## src/rtl/systolic_array_pkg.sv

```systemverilog
// Shared types and sizing helpers for the systolic-array operand feed path.
// Holds the feed FSM state encoding, the per-tile shift count, and counter width helpers.
// No logic, no ports.
package systolic_array_pkg;

  typedef enum logic [1:0] {
    IDLE = 2'd0,
    LOAD = 2'd1,
    FEED = 2'd2,
    DONE = 2'd3
  } feed_state_t;

  localparam int ARRAY_DIM_DEF   = 4;
  // Shifts needed for a skewed wavefront to cross the whole array.
  localparam int SHIFTS_PER_TILE = 2*ARRAY_DIM_DEF-1;

  function automatic int shifts_per_tile(input int dim);
    return 2*dim-1;
  endfunction

  // row_count must represent 0..dim inclusive.
  function automatic int row_cnt_w(input int dim);
    return $clog2(dim+1);
  endfunction

  // shift_cnt must represent 0..2*dim-2 inclusive.
  function automatic int shift_cnt_w(input int dim);
    return $clog2(2*dim);
  endfunction

endpackage

```

## src/rtl/systolic_array_feed_ctrl.sv

```systemverilog
// Sequencer: loads ARRAY_DIM rows into the array input FIFO, then issues 2*ARRAY_DIM-1 shifts.
// Latency: fifo_load one cycle after each handshake; 3*ARRAY_DIM+1 cycles per unstalled tile.
// Backpressure: row_ready only in LOAD; array_stall freezes shifting (and shift_cnt) in FEED.
//
// Ports:
//   CLK, nRST                 clock, async active-low reset
//   feed_en                   level enable, sampled in IDLE and DONE only
//   row_valid/row_ready/row_data   upstream row handshake (element 0 in the low DATA_W bits)
//   array_stall               array back-pressure
//   fifo_load/fifo_shift/fifo_load_values   strobes and row towards the FIFO modport
//   row_count                 rows loaded in the current tile
//   feed_active               high while in FEED
//   feed_done                 one-cycle pulse in the DONE state
module systolic_array_feed_ctrl
  import systolic_array_pkg::*;
#(
  parameter int ARRAY_DIM = ARRAY_DIM_DEF,
  parameter int DATA_W    = 16
) (
  input  logic                              CLK,
  input  logic                              nRST,
  input  logic                              feed_en,
  input  logic                              row_valid,
  input  logic [DATA_W*ARRAY_DIM-1:0]       row_data,
  output logic                              row_ready,
  input  logic                              array_stall,
  output logic                              fifo_load,
  output logic                              fifo_shift,
  output logic [DATA_W*ARRAY_DIM-1:0]       fifo_load_values,
  output logic [row_cnt_w(ARRAY_DIM)-1:0]   row_count,
  output logic                              feed_active,
  output logic                              feed_done
);

  localparam int RW = row_cnt_w(ARRAY_DIM);
  localparam int SW = shift_cnt_w(ARRAY_DIM);
  localparam logic [RW-1:0] ROW_LAST   = RW'(ARRAY_DIM-1);
  localparam logic [SW-1:0] SHIFT_LAST = SW'(shifts_per_tile(ARRAY_DIM)-1);

  feed_state_t                     state_q, state_d;
  logic [RW-1:0]                   row_cnt_q, row_cnt_d;
  logic [SW-1:0]                   shift_cnt_q, shift_cnt_d;
  logic                            load_q, load_d;
  logic [DATA_W*ARRAY_DIM-1:0]     load_val_q, load_val_d;
  logic                            done_q, done_d;

  always_ff @(posedge CLK or negedge nRST) begin
    if (!nRST) begin
      state_q     <= IDLE;
      row_cnt_q   <= '0;
      shift_cnt_q <= '0;
      load_q      <= 1'b0;
      load_val_q  <= '0;
      done_q      <= 1'b0;
    end else begin
      state_q     <= state_d;
      row_cnt_q   <= row_cnt_d;
      shift_cnt_q <= shift_cnt_d;
      load_q      <= load_d;
      load_val_q  <= load_val_d;
      done_q      <= done_d;
    end
  end

  always_comb begin
    state_d     = state_q;
    row_cnt_d   = row_cnt_q;
    shift_cnt_d = shift_cnt_q;
    load_d      = 1'b0;
    load_val_d  = load_val_q;
    done_d      = 1'b0;
    row_ready   = 1'b0;
    fifo_shift  = 1'b0;
    feed_active = 1'b0;

    unique case (state_q)
      IDLE: begin
        if (feed_en) state_d = LOAD;
      end

      LOAD: begin
        row_ready = 1'b1;
        if (row_valid) begin
          load_d     = 1'b1;
          load_val_d = row_data;
          row_cnt_d  = row_cnt_q + RW'(1);
          if (row_cnt_q == ROW_LAST) begin
            state_d     = FEED;
            shift_cnt_d = '0;
          end
        end
      end

      FEED: begin
        feed_active = 1'b1;
        // The first FEED cycle carries the last load pulse; load and shift
        // must never coincide, so shifting starts one cycle later.
        fifo_shift  = ~array_stall & ~load_q;
        if (fifo_shift) begin
          shift_cnt_d = shift_cnt_q + SW'(1);
          if (shift_cnt_q == SHIFT_LAST) begin
            state_d = DONE;
            done_d  = 1'b1;
          end
        end
      end

      DONE: begin
        row_cnt_d   = '0;
        shift_cnt_d = '0;
        state_d     = feed_en ? LOAD : IDLE;
      end

      default: state_d = IDLE;
    endcase
  end

  assign fifo_load        = load_q;
  assign fifo_load_values = load_val_q;
  assign row_count        = row_cnt_q;
  assign feed_done        = done_q;

endmodule

```

## config.mk

```make
export PLATFORM = sky130hd
export DESIGN_NAME = systolic_array_feed_ctrl
export DESIGN_NICKNAME = d
export VERILOG_FILES = /design/src/rtl/systolic_array_pkg.sv /design/src/rtl/systolic_array_feed_ctrl.sv
export SDC_FILE = /design/constraint.sdc
export NUM_CORES = 1
export LEC_CHECK = 0
export ABC_AREA = 1
export CORE_MARGIN = 5
export CORE_UTILIZATION = 26
export DETAILED_ROUTE_END_ITERATION = 6
export GPL_TIMING_DRIVEN = 1
export PLACE_DENSITY = 0.57
export SYNTH_ARGS = -nofsm -noshare
export SYNTH_HDL_FRONTEND = slang
export SYNTH_SLANG_ARGS = --single-unit
```

## constraint.sdc

```tcl
create_clock -name CLK -period 3.3 [get_ports CLK]
set_input_delay 0.33 -clock CLK [delete_from_list [all_inputs] [get_ports CLK]]
set_output_delay 0.33 -clock CLK [all_outputs]
set_load 0.01 [all_outputs]
```

==> results.py, run 1 <==
metrics = {
    "status": {
        "status": "finished, final reports clean",
    },
    "routing": {
        "wl_um": 8300,
        "drc": 0,
        "detail-route-antenna-nets": 0,
        "wl_per_cell_um": 12.9,
        "routed_via_density": 4.12,
        "drtIter0Drc": 79,
        "dr.pass1.iters": 4,
        "num_vias": 2660,
    },
    "yosys": {
        "seq_area_frac_synth": 0.594,
        "synth_area_per_cell_sq_um": 8.81,
        "yosys_warnings": 0,
        "yosysUniqueCellTypes": 17,
        "synth_nets": 433,
        "synth.ff_latch_count": 74,
        "yosysTopAreaCellShare": 0.594,
        "synth_area_leaders": "dfrtp_1, nand2_1, buf_6",
        "synth_area_sq_um": 3120,
        "syn-instance-count": 354,
        "yosys.area.top_type": "dfrtp_1",
    },
    "critical_path": {
        "worstPathArrival_ps": 1930,
        "critical_path_buf_inv_count": 3,
        "path_class": "reg2out",
        "cp-start-kind": "flip-flop",
        "crit_family": "buffers and inverters",
        "crit_top_cell": "inv_1",
        "end_kind": "output port",
        "worstPathMaxFanout": 6,
        "critPathRequiredTime_ps": 2970,
        "r2r_slack_ps": 1600,
        "worstPathCellList": "inv_1 > ha_1 > inv_1 > nor3_1 > clkdlybuf4s50_1",
        "critPathMaxStageDelay_ps": 570,
        "crit_path_top_delay_cell": "clkdlybuf4s50_1",
    },
    "floorplanning": {
        "initial_core_util": 0.263,
        "io-pin-count": 141,
        "core_area_sq_um": 11900,
        "die_area_sq_um": 14300,
        "die_w_um": 120,
        "rows": 40,
        "die_y_um": 120,
    },
    "grt": {
        "grt_pass1_vias": 2736,
        "grt_max_degree": 75,
        "globalRouteOverflowTotal": 0,
        "grt_pass1_wl_um": 13700,
        "grt.total_usage": 0.119,
        "antenna_found_initial": 0,
    },
    "clock_tree": {
        "cts_setup_buffers": 0,
        "clock-root-buffer": "clkbuf_16",
        "cts_buffer_depth": 2,
        "cts_inserted_buffers": 9,
        "clk_pin_slew_ps": 60,
        "cts_resized": 0,
        "htree_levels": 3,
        "clk_latency_ps": 320,
        "postCtsHoldBufs": 0,
        "cts_tree": "done",
        "cts.sinks": 74,
    },
    "sta": {
        "max_slew.worst_pin.slew_ps": 934,
        "drv_slew": 0,
        "post-route-min-period_ps": 2260,
        "rsz0062_at_grt": "false",
        "fin_skew_ps": 4.51,
        "setup_viol": 0,
        "timing.final.crit_share": 0.685,
        "hold_violations": 0,
        "max_freq_mhz": 442,
        "tns_ps": 0,
        "relSlewSlack": 0.378,
    },
    "final_layout": {
        "n_fill_cell": 1211,
        "area_delta_synth_final_pct": 57.1,
        "layout-drive-gt1-share": 0.0501,
        "num_antenna_cells": 0,
        "seqCellArea_sq_um": 1850,
        "fin_nets": 573,
        "multiInputGateArea_sq_um": 1060,
    },
    "pwr": {
        "p_leak_nw": 2.43,
        "irDropWorstVdd_mv": 0.295,
        "fin_total_pwr_mw": 4.52,
        "powerDensity_nw_per_um2": 924,
    },
    "placement": {
        "gp_congestion": 0.728,
        "portBuffers": 140,
        "dp_hpwl_um": 5890,
    },
    "min_path": {
        "hp-class": "in2async",
    },
    "run": {
        "cap_violations": 0,
    },
}
cells by family (layout without fill, tap and decap cells):
kind of cell    after synthesis  after routing  share of synthesized area
buf+inv                      30            175                     0.0666
fa+ha+maj                    10             10                     0.0401
flops                        74             74                      0.594
simple gates                237            237                      0.293
compound gates                3              3                    0.00642
cells in the final DEF (no fill, tap or decap):
master,synthesis,routed
nor3_1,1,1
o21ai_2,1,1
ha_1,10,10
nand2_1,220,219
o21ai_0,1,1
nand2_2,1,2
bufinv_16,0,2
clkinv_2,0,4
clkdlybuf4s50_1,0,139
nand3_1,8,8
clkbuf_16,0,9
dfrtp_1,74,74
inv_1,15,15
nor2_1,5,5
clkbuf_8,0,1
nor4_1,1,1
inv_2,1,1
nor2_4,1,1
buf_4,1,4
o22ai_1,1,1
per-stage QoR:
stage | util | hold slack (ps) | std cells | setup WS, ps | instance area (sq um)
finish | 0.413 | 150 | 646 | 1040 | 4900
global route | 0.413 | 246 | 646 | 905 | 4900
CTS | 0.413 | 193 | 646 | 1010 | 4900
detailed placement | 0.386 | 464 | 630 | 1400 | 4580
global placement | 0.386 | 460 | 630 | 1430 | 4580
floorplan | - | 34.4 | 354 | 1840 | 3120
final timing paths:
| check | start | endpoint | depth (start not counted) |
|---|---|---|---|
| worst max-delay path | state_q[0]$_DFFE_PN0P_ | fifo_shift | 5 |
| worst min-delay path | nRST | fifo_load_values[47]$_DFFE_PN0P_ | 1 |
| worst max register to register | state_q[1]$_DFFE_PN0P_ | fifo_load_values[53]$_DFFE_PN0P_ | 6 |
| worst min register to register | fifo_load_values[61]$_DFFE_PN0P_ | fifo_load_values[61]$_DFFE_PN0P_ | 2 |
| max in group asynchronous | nRST | fifo_load_values[3]$_DFFE_PN0P_ | 1 |
| min in group CLK | fifo_load_values[61]$_DFFE_PN0P_ | fifo_load_values[61]$_DFFE_PN0P_ | 2 |
Yosys cell counts (all sizes together):
library cell  instances
nand2               221
dfrtp                74
inv                  16
buf                  14
ha                   10
nand3                 8
nor2                  6
o21ai                 2
nor3                  1
nor4                  1
o22ai                 1
sequential cells by signal, indices dropped and copies added (netlist names):
signal / count
fifo_load: 1
feed_done: 1
state_q: 2
fifo_load_values: 64
shift_cnt_q: 3
row_count: 3
where the power goes:
part           leakage (nW)  internal [mW]  total (mW)  switching [mW]
clock network         0.162          0.677        1.04           0.365
registers             0.932           1.31        1.55           0.235
logic                  1.34           1.01        1.94           0.927
layer usage:
layer  wire, um  part of all wire  global-route usage
met2       3620              0.44               0.182
met5          0                 0                   0
met4        125             0.015              0.0494
met3        690             0.083              0.0386
met1       3870              0.47               0.154
final cells by class:
cell class	count	area share
Tap cell	147	0.0376
Clock buffer	10	0.0488
Clock inverter	6	0.0164
Sequential cell	74	0.378
Multi-Input combinational cell	250	0.217
Timing Repair Buffer	143	0.290
Inverter	16	0.0123
Note: power is estimated with default switching activity, not from simulation.
==> run 2, diff against run 1 <==
--- a/config.mk
+++ b/config.mk
@@ -10,7 +10,7 @@
 export CORE_UTILIZATION = 26
 export DETAILED_ROUTE_END_ITERATION = 6
 export GPL_TIMING_DRIVEN = 1
-export PLACE_DENSITY = 0.57
+export PLACE_DENSITY = 0.59
 export SYNTH_ARGS = -nofsm -noshare
 export SYNTH_HDL_FRONTEND = slang
 export SYNTH_SLANG_ARGS = --single-unit
==> constraint.sdc (replaced) <==
create_clock -name CLK -period 1.95 [get_ports CLK]
set_input_delay 0.195 -clock CLK [delete_from_list [all_inputs] [get_ports CLK]]
set_output_delay 0.195 -clock CLK [all_outputs]
set_load 0.01 [all_outputs]
==> run 2 against run 1 <==
Net effect:
- non-clock buffer count rose by 4
- critical endpoint is now row_ready
- sequential cell count is the same
- largest power group unchanged
- worst hold slack better by 220 ps
- count of clock-buffer cells in the layout unchanged
- sequential share of layout area shrank 0.58 points
==> results.py, run 2 (same netlist as run 1, synthesis figures left out) <==
metrics = {
    "critical_path": {
        "worstPathMaxFanout": 6,
        "r2r_end": "fifo_load_values[32]$_DFFE_PN0P_",
        "r2r.worst_path.cells": 6,
        "worstPathArrival_ps": 1650,
        "r2r_slack_ps": 520,
        "critPathRequiredTime_ps": 1750,
        "cp-start-kind": "flip-flop",
        "critPathLaunch": "state_q[1]$_DFFE_PN0P_",
        "path_class": "reg2out",
        "rr_startpoint": "state_q[1]$_DFFE_PN0P_",
        "end_kind": "output port",
        "critPathCapture": "row_ready",
    },
    "placement": {
        "dp_hpwl_um": 6090,
        "dp_cells": 633,
        "gp_congestion": 0.781,
        "portBuffers": 140,
    },
    "routing": {
        "detail-route-antenna-nets": 0,
        "wl_per_cell_um": 12.7,
        "wl_um": 8280,
        "drtIter0Drc": 120,
        "num_vias": 2654,
        "routed_via_density": 4.08,
        "dr.pass1.iters": 4,
        "drc": 0,
    },
    "grt": {
        "globalRouteOverflowTotal": 0,
        "grt_pass1_vias": 2740,
        "grt.total_usage": 0.118,
        "grt_max_degree": 50,
        "met3_usage": 0.0424,
        "use_met1": 0.152,
        "grt_pass1_wl_um": 13600,
        "antenna_found_initial": 1,
        "grt_use_met2": 0.177,
        "grt-busiest-layer": "met2",
    },
    "sta": {
        "max_slew.worst_pin.slew_ps": 484,
        "tns_ps": 0,
        "max_freq_mhz": 543,
        "drv_slew": 0,
        "post-route-min-period_ps": 1840,
        "setup_viol": 0,
        "relSlewSlack": 0.677,
        "rsz0062_at_grt": "false",
        "fin_skew_ps": 5.87,
        "timing.final.crit_share": 0.945,
        "whs_ps": 372,
        "hold_violations": 0,
    },
    "clock_tree": {
        "cts_inserted_buffers": 9,
        "clk_pin_slew_ps": 60,
        "clock-root-buffer": "clkbuf_16",
        "cts_tree": "done",
        "cts_buffer_depth": 2,
        "cts.sinks": 74,
        "htree_levels": 3,
        "clk_latency_ps": 320,
    },
    "min_path": {
        "hp-class": "in2async",
    },
    "floorplanning": {
        "die_w_um": 120,
        "rows": 40,
        "io-pin-count": 141,
        "die_area_sq_um": 14300,
        "initial_core_util": 0.263,
        "die_y_um": 120,
        "core_area_sq_um": 11900,
    },
    "final_layout": {
        "layout_commonest_cell": "nand2_1",
        "layout-drive-gt1-share": 0.0557,
        "finalNonFillerCells": 651,
        "mostFrequentLayoutCells": "nand2_1, clkdlybuf4s50_1, dfrtp_1, inv_1",
        "area_delta_synth_final_pct": 59.5,
        "largest_reg_flops": 64,
        "fin_nets": 577,
    },
    "pwr": {
        "irDropWorstVdd_mv": 0.537,
        "p_leak_nw": 2.46,
        "fin_total_pwr_mw": 7.79,
        "powerDensity_nw_per_um2": 1570,
    },
    "run": {
        "cap_violations": 0,
    },
    "status": {
        "status": "finished, final reports clean",
    },
}
run 2: how the worst min path moves through the flow:
stage / startpoint / endpoint / slack (ps) / cells after the start
after floorplan: nRST / feed_done$_DFF_PN0_ / -100 / 0
after global placement: nRST / fifo_load_values[43]$_DFFE_PN0P_ / 190 / 1
after detailed placement: nRST / fifo_load_values[45]$_DFFE_PN0P_ / 200 / 1
after CTS: row_data[4] / fifo_load_values[4]$_DFFE_PN0P_ / 380 / 3
after global routing: row_data[63] / fifo_load_values[63]$_DFFE_PN0P_ / 400 / 3
final: nRST / fifo_load_values[43]$_DFFE_PN0P_ / 370 / 2
run 2: area by class of cell:
cell class / count / area [sq um]
diodes: 1 / 2.50
repair buffers: 147 / 1480
clock inverters: 6 / 105
well taps: 147 / 184
fillers: 1173 / 6890
clock buffers: 10 / 229
inverters: 16 / 60.1
flip-flops and latches: 74 / 1850
multi-input cells: 250 / 1060
run 2: metal layers:
metal | wire length, um | vias to the layer above | share of wire
li1 | - | 1357 | -
met1 | 3750 | 1198 | 0.45
met2 | 3750 | 91 | 0.45
met3 | 687 | 8 | 0.083
met4 | 93 | 0 | 0.011
met5 | 0 | - | 0
run 2: where the power goes:
part           switching [mW]  total (mW)  internal [mW]
clock network           0.599        1.84           1.24
logic                    1.59        3.34           1.75
registers               0.383        2.60           2.22
total                    2.57        7.79           5.21
run 2: timing repair:
item,CTS,global route
hold buffers,1,0
hold endpoints to repair,35,0
endpoints found under the setup margin,1,1
setup buffers,0,0
gates resized for setup,1,1
run 2: worst max-delay path, cell delays in order, from the launching register on:
cell and delay [ps]:
dfrtp_1 430, inv_1 130, ha_2 220, clkdlybuf4s50_1 540
run 2: metrics by stage:
stage,worst slack [ps],cell area (sq um),utilization
global route,11.5,4970,0.419
finish,108,4970,0.419
floorplan,599,3120,-
global placement,274,4630,0.390
detailed placement,268,4630,0.390
CTS,41.2,4970,0.419
==> run 3, diff against run 2 <==
--- a/config.mk
+++ b/config.mk
@@ -9,7 +9,7 @@
 export CORE_MARGIN = 5
 export CORE_UTILIZATION = 26
 export DETAILED_ROUTE_END_ITERATION = 6
-export GPL_TIMING_DRIVEN = 1
+export GPL_TIMING_DRIVEN = 0
 export PLACE_DENSITY = 0.59
 export SYNTH_ARGS = -nofsm -noshare
 export SYNTH_HDL_FRONTEND = slang
==> run 3 against run 2 <==
Net effect:
- first-iteration DRC count increased by 31%
- final cell count grew 1.2%
- count of clock-buffer cells in the layout is 1 higher
- non-clock buffer count increased by 9
- combinational power up 3%
==> results.py, run 3 (same netlist as run 1, synthesis figures left out) <==
metrics = {
    "placement": {
        "dp_hpwl_um": 6410,
        "gp_congestion": 0.793,
        "portBuffers": 140,
    },
    "pwr": {
        "p_leak_nw": 2.50,
        "powerDensity_nw_per_um2": 1550,
        "irDropWorstVdd_mv": 0.730,
    },
    "routing": {
        "num_vias": 2706,
        "wl_per_cell_um": 13.0,
        "dr.pass1.iters": 5,
        "detail-route-antenna-nets": 0,
        "drc": 0,
        "routed_via_density": 4.11,
        "drtIter0Drc": 157,
        "wl_um": 8540,
    },
    "critical_path": {
        "path_class": "reg2out",
        "critPathMaxStageDelay_ps": 540,
        "worstPathMaxFanout": 6,
        "worstPathArrival_ps": 1660,
        "crit_path_top_delay_cell": "clkdlybuf4s50_1",
        "cp-start-kind": "flip-flop",
        "worstPathCellList": "inv_1 > ha_2 > clkdlybuf4s50_1",
        "end_kind": "output port",
        "critPathRequiredTime_ps": 1750,
    },
    "min_path": {
        "hp-class": "in2async",
    },
    "final_layout": {
        "layout_commonest_cell": "nand2_1",
        "multiInputGateArea_sq_um": 1060,
        "layout-drive-gt1-share": 0.0723,
        "num_antenna_cells": 0,
        "seqCellArea_sq_um": 1850,
        "post-route-util": 0.425,
        "n_fill_cell": 1189,
        "fin_nets": 586,
        "area_delta_synth_final_pct": 61.8,
        "largest_reg_flops": 64,
        "mostFrequentLayoutCells": "nand2_1, clkdlybuf4s50_1, dfrtp_1, inv_1, buf_6",
    },
    "sta": {
        "post-route-min-period_ps": 1860,
        "rsz0062_at_grt": "false",
        "fin_skew_ps": 7.28,
        "timing.final.crit_share": 0.952,
        "max_slew.worst_pin.slew_ps": 526,
        "setup_viol": 0,
        "tns_ps": 0,
        "relSlewSlack": 0.650,
        "drv_slew": 0,
        "hold_violations": 0,
        "whs_ps": 382,
        "max_freq_mhz": 539,
    },
    "grt": {
        "globalRouteOverflowTotal": 0,
        "grt.total_usage": 0.124,
        "grt_max_degree": 40,
        "grt_pass1_vias": 2727,
        "grt_pass1_wl_um": 14100,
        "antenna_found_initial": 0,
    },
    "floorplanning": {
        "die_y_um": 120,
        "core_area_sq_um": 11900,
        "die_w_um": 120,
        "die_area_sq_um": 14300,
        "io-pin-count": 141,
        "initial_core_util": 0.263,
        "rows": 40,
    },
    "status": {
        "status": "finished, final reports clean",
    },
    "clock_tree": {
        "cts_tree": "done",
        "clk_pin_slew_ps": 60,
        "clk_latency_ps": 340,
        "cts.sinks": 74,
        "cts_buffer_depth": 2,
        "htree_levels": 3,
        "cts_setup_buffers": 0,
        "clock-root-buffer": "clkbuf_16",
        "cts_inserted_buffers": 9,
    },
    "run": {
        "cap_violations": 0,
    },
}
## run 3: path summary, 6_finish.rpt
check                                                       from                               end  slack [ps]  depth (start not counted)
worst max-delay path                      state_q[1]$_DFFE_PN0P_                         row_ready          90                          3
worst min-delay path                                        nRST  fifo_load_values[48]$_DFFE_PN0P_         380                          2
worst max register to register            state_q[1]$_DFFE_PN0P_            state_q[0]$_DFFE_PN0P_         530                          8
worst min register to register  fifo_load_values[10]$_DFFE_PN0P_  fifo_load_values[10]$_DFFE_PN0P_         480                          2
max in group asynchronous                                   nRST            state_q[0]$_DFFE_PN0P_         980                          3
min in group CLK                                    row_data[23]  fifo_load_values[23]$_DFFE_PN0P_         390                          3
## run 3: metrics by stage
stage | setup WS [ps] | std cells | total power [mW] | cell area (sq um)
after floorplan | 599 | 354 | 4.21 | 3120
after global placement | -2000 | 641 | 6.05 | 4700
after global routing | 9.63 | 659 | 8.42 | 5040
after detailed placement | 129 | 642 | 6.13 | 4720
final | 93.6 | 659 | 7.80 | 5040
after CTS | 13.3 | 659 | 7.96 | 5040
## run 3: worst max-delay path: cells and delay by family, from the launching register on
family                     cells  cell delay, ps
DFF                            1             430
adders and majority gates      1             220
buffers and inverters          2             670
## run 3: power breakdown
part	switching, mW	internal [mW]	total (mW)
sequential	0.395	2.22	2.62
combinational	1.61	1.83	3.44
clock	0.626	1.12	1.74
## run 3: area by class of cell
type	count	area share
flip-flops and latches	74	0.367
inverters	16	0.0119
well taps	147	0.0365
multi-input cells	250	0.210
clock inverters	5	0.0156
repair buffers	142	0.283
clock buffers	11	0.0461
plain buffers	14	0.0293
## run 3: what timing repair did
action / CTS / global route
setup endpoints to repair: 1 / 3
hold buffers: 1 / 0
resized for setup: 1 / 3
hold endpoints to repair: 38 / 0
## run 3: routing by layer
layer | routed length, um | vias to the layer above | GRT usage
met4 | 82 | 0 | 0.0365
met1 | 3840 | 1218 | 0.155
met5 | 0 | - | 0
li1 | - | 1376 | -
met3 | 826 | 9 | 0.0646
met2 | 3790 | 103 | 0.186
